--- src/rtl/serial_read_buffer.sv ---
// Serial-to-parallel capture: samples in_line on read_sig strobes into a BUF_SIZE word.
// Optional sticky overrun flag when SERIAL_READ_BUF_OVERRUN_EN is defined.
module serial_read_buffer #(
  parameter int BUF_SIZE   = 8,
  parameter int LSB_FIRST  = 0,
  parameter int ACTIVE_LOW = 0
) (
  input  logic                          sys_clk,
  input  logic                          rst,
  input  logic                          start,
  input  logic                          read_sig,
  input  logic [$clog2(BUF_SIZE+1)-1:0] read_count,
  input  logic                          in_line,
  output logic [BUF_SIZE-1:0]           data_out,
  output logic                          done_sig
`ifdef SERIAL_READ_BUF_OVERRUN_EN
  ,output logic                         overrun
`endif
);

  localparam int CW = $clog2(BUF_SIZE + 1);
  localparam int IW = (BUF_SIZE > 1) ? $clog2(BUF_SIZE) : 1;
  localparam logic [CW-1:0] MAX_CNT   = CW'(BUF_SIZE);
  localparam logic [IW-1:0] IDX_START = (LSB_FIRST != 0) ? '0 : IW'(BUF_SIZE - 1);
  localparam logic          INV       = (ACTIVE_LOW != 0);

  typedef enum logic {IDLE, READ} state_t;

  state_t              state, state_nxt;
  logic [CW-1:0]       cnt;
  logic [IW-1:0]       idx;
  logic [BUF_SIZE-1:0] data_q;
  logic [CW-1:0]       cnt_clamped;
  logic                load, capture;

  assign cnt_clamped = (read_count > MAX_CNT) ? MAX_CNT : read_count;

  always_ff @(posedge sys_clk or posedge rst) begin
    if (rst) state <= IDLE;
    else     state <= state_nxt;
  end

  always_comb begin
    state_nxt = state;
    load      = 1'b0;
    capture   = 1'b0;
    case (state)
      IDLE: begin
        // read_sig coinciding with an accepted start is deliberately dropped
        if (start) begin
          load = 1'b1;
          if (cnt_clamped != '0) state_nxt = READ;
        end
      end
      READ: begin
        if (read_sig) begin
          capture = 1'b1;
          if (cnt == CW'(1)) state_nxt = IDLE;
        end
      end
      default: state_nxt = IDLE;
    endcase
  end

  always_ff @(posedge sys_clk or posedge rst) begin
    if (rst) begin
      cnt    <= '0;
      idx    <= '0;
      data_q <= '0;
    end else if (load) begin
      cnt    <= cnt_clamped;
      idx    <= IDX_START;
      data_q <= '0;
    end else if (capture) begin
      data_q[idx] <= in_line ^ INV;
      idx         <= (LSB_FIRST != 0) ? idx + IW'(1) : idx - IW'(1);
      cnt         <= cnt - CW'(1);
    end
  end

  assign data_out = data_q;
  assign done_sig = (state == IDLE);

`ifdef SERIAL_READ_BUF_OVERRUN_EN
  logic word_ready;

  // Extra strobes only count as overrun once a transfer has actually finished
  always_ff @(posedge sys_clk or posedge rst) begin
    if (rst) begin
      word_ready <= 1'b0;
      overrun    <= 1'b0;
    end else if (load) begin
      word_ready <= 1'b0;
      overrun    <= 1'b0;
    end else begin
      if (capture && state_nxt == IDLE) word_ready <= 1'b1;
      if (state == IDLE && read_sig && word_ready) overrun <= 1'b1;
    end
  end
`endif

endmodule
--- config.mk ---
export PLATFORM = sky130hd
export DESIGN_NAME = serial_read_buffer
export DESIGN_NICKNAME = d
export VERILOG_FILES = /design/src/rtl/serial_read_buffer.sv
export SDC_FILE = /design/constraint.sdc
export NUM_CORES = 1
export LEC_CHECK = 0
export CAP_MARGIN = 20
export CORE_MARGIN = 1
export CORE_UTILIZATION = 50
export CTS_BUF_LIST = sky130_fd_sc_hd__clkbuf_4 sky130_fd_sc_hd__clkbuf_8
export DETAILED_ROUTE_END_ITERATION = 10
export GPL_TIMING_DRIVEN = 0
export HOLD_SLACK_MARGIN = 0.1
export PLACE_DENSITY_LB_ADDON = 0.1
export SLEW_MARGIN = 20
export SYNTH_ARGS = -nofsm -noshare
export SYNTH_HDL_FRONTEND = slang
export SYNTH_SLANG_ARGS = --single-unit
--- constraint.sdc ---
create_clock -name sys_clk -period 2.3 [get_ports sys_clk]
set_clock_uncertainty 0.2 [all_clocks]
set_input_delay 0.46 -clock sys_clk [delete_from_list [all_inputs] [get_ports sys_clk]]
set_output_delay 0.46 -clock sys_clk [all_outputs]
set_load 0.1 [all_outputs]
==> summary.txt <==
STA
  – Worst-margin pin slew: about 0.96 ns
  – Minimum hold slack: roughly 0.27 ns
  – F_max: between 400 and 500 MHz
  – Final hold vios: 0
  – Worst slew margin: 36.3%
  – Worst setup margin: just under 0.09 ns
  – Final Slew Violations: 0
  – Post-layout minimum cycle time: approximately 2.2 ns
  – Tcrit/Tclk final: a little under 100%
  – Final setup fails: 0
  – RSZ-0062 raised after global routing: no

Cells and area
  – Commonest non-fill, non-tap cell in the layout: dfrtp_1
  – Layout cells sized above 1: around 12%
  – Multi-input combinational cell area: 400 um^2
  – Post-route insts no fill: 130
  – FF+latch area: roughly 400 um^2
  – Syn-to-layout area delta: 23.9%
  – Layout fillers: 128
  – N_diodes: 0
  – Nets: 127
  – Most frequent cells in the layout: dfrtp_1, nand3_1, a21oi_1

Floorplan
  – Initial core utilization: 55.8%
  – Die footprint: ~1900 um^2
  – Core area: 1560 um^2
  – Die W: between 40 and 50 um
  – I/O pins: 18
  – Die height: approximately 44 um
  – Rows: 14

Clocking
  – Reg clk slew, reported paths: approximately 0.10 ns
  – Setup repair bufs after CTS: 0
  – CTS Buf Count: 3
  – Post-CTS Hold Buffers: 0
  – Clock buffer depth: 2
  – Htree depth: 1
  – TritonCTS Sinks: 16
  – CTS root buffer: clkbuf_4
  – CTS tree: done
  – Worst-Skew Late Latency: between 0.2 and 0.3 ns

Yosys
  – Cells after Synth: 94
  – Syn Nets: ~110
  – Seq/Total Area, Yosys: 46.0%
  – Ys Warns: 0
  – Yosys cell types: 31
  – Mapped cell area: between 800 and 900 um^2
  – Syn Area/Cell: a little over 9 um^2
  – Synthesized flop and latch total: 16

Worst setup path
  – Largest fanout on the critical path: 10
  – Crit-path max cell delay: 0.56 ns
  – CP Capture Type: output port
  – Crit-path cells: buf_4 > inv_1 > clkdlybuf4s15_2
  – CP arrival: 1.55 ns
  – Largest delay share family, worst path: buffers and inverters
  – CP Class: reg2out
  – Startpoint Class: flip-flop
  – WP buf/inv: 3
  – Crit-path slowest cell: clkdlybuf4s15_2
  – Worst path required time: between 1.5 and 2 ns

Run status
  – Status: finished, violations left
  – Violated checks: design-rule violations

Drt
  – Post-Route WL: ~1.8 mm
  – Routed Antenna Nets: 0
  – Via density: 5.82
  – Via Count: roughly 760
  – Iter 0 DRT Violations: 14
  – DRC: 1
  – WL/cell: about 14 um
  – First-pass detailed-route iteration total: 7

Global route
  – First-pass GRT wire length: 3.24 mm
  – GRT Overall Usage: between 20% and 30%
  – Initial antenna violation count: 0
  – Total grt overflow: 0
  – Largest net degree at the start of global routing: 17
  – Vias in the first global route: 714

Place
  – Final GP Congestion: 0.819
  – Dpl ws: -0.148 ns
  – DP HPWL: roughly 1.3 mm
  – Placed Cells: around 130
  – Port bufs: 16

Pwr
  – Worst vdd ir: between 0.9 and 1 mV
  – LEAKAGE: around 0.53 nW
  – Cell Pwr Density: 1560 nW/um^2

Run
  – Max Cap Violations: 0

Min path
  – HP Class: in2reg
synth_stat cells:
master / count / area, um^2
nor3_1: 2 / 10.0
nand3b_4: 1 / 20.0
o311ai_1: 1 / 8.76
o221ai_1: 1 / 8.76
nor3b_1: 1 / 7.51
buf_6: 1 / 11.3
nor2b_1: 2 / 12.5
nand2_1: 7 / 26.3
and3b_1: 1 / 8.76
a311oi_1: 1 / 8.76
mux2_2: 1 / 11.3
nand2b_1: 3 / 18.8
o22ai_1: 1 / 6.26
a221o_1: 1 / 10.0
o311ai_0: 1 / 8.76
nand4_1: 3 / 18.8
inv_2: 1 / 3.75
inv_1: 7 / 26.3
a21oi_1: 9 / 45.0
buf_2: 4 / 20.0
nor4_1: 1 / 6.26
nor2_1: 3 / 11.3
and3_1: 1 / 6.26
o21ai_0: 6 / 30.0
buf_4: 1 / 7.51
a31oi_1: 1 / 6.26
dfrtp_1: 16 / 400
ha_1: 3 / 37.5
o21ai_1: 1 / 5.00
xor2_1: 2 / 17.5
nand3_1: 10 / 50.1
tightest hold or removal path, cell delays in order:
cell     delay (ns)
buf_2          0.14
nand3_1        0.07
a21oi_1        0.06
stage by stage:
stage          instance area [um^2]  TNS, ns  utilization [%]  total power [W]
3_3_place_gp                   1050   -0.132             67.3          0.00151
2_1_floorplan                   870        0                -          0.00130
5_1_grt                        1080        0             69.1          0.00177
4_1_cts                        1080        0             69.1          0.00168
6_report                       1080        0             69.1          0.00168
3_5_place_dp                   1050   -0.148             67.3          0.00153
cells by family (layout without fill, tap and decap cells):
kind of cell,Yosys count,count (layout),synth area share (%)
DFF,16,16,46.0
AOI/OAI and AO/OA,23,23,15.8
muxes,1,1,1.29
xor gates and xnor gates,2,2,2.01
adders and majority gates,3,3,4.32
buffers and inverters,14,34,7.91
and+or+nand+nor,35,35,22.6
sequential cells by signal, summed over array words and instances, names as in the netlist:
name,cells
cnt,4
state,1
data_out,8
idx,3
final timing paths:
check | cells past startpoint | start | slack [ns] | end
worst max-delay path | 3 | state | 0.09 | done_sig
worst min-delay path | 3 | in_line | 0.27 | data_out[3]
worst max register to register | 4 | state | 0.88 | cnt[3]
worst min register to register | 2 | data_out[3] | 0.34 | data_out[3]
max in group asynchronous | 2 | rst | 1.16 | cnt[3]
min in group asynchronous | 2 | rst | 0.33 | data_out[1]
report_power, final:
group,switching (W),internal (W)
combinational,0.000745,0.000259
clock,0.0000962,0.0000966
sequential,0.0000788,0.000400
layer usage:
metal  up-vias  routed length (um)  track usage, %
li1        375                   -               -
met1       358                 896            33.2
met2        22                 843            34.6
met3         2                  88            4.17
met4         0                  16            6.25
met5         -                   0               0
area by class of cell:
class,instances,share of cell area [%]
repair buffers,16,14.1
inverters,8,2.79
flip-flops and latches,16,37.2
multi-input cells,64,37.2
plain buffers,6,3.60
clock buffers,4,3.37
well taps,16,1.86
repair_timing:
action,4_1_cts,5_1_grt
resized for setup,11,0
endpoints found under the setup margin,9,0
endpoints found under the hold margin,0,0
Power figures use the tool's default switching activity.
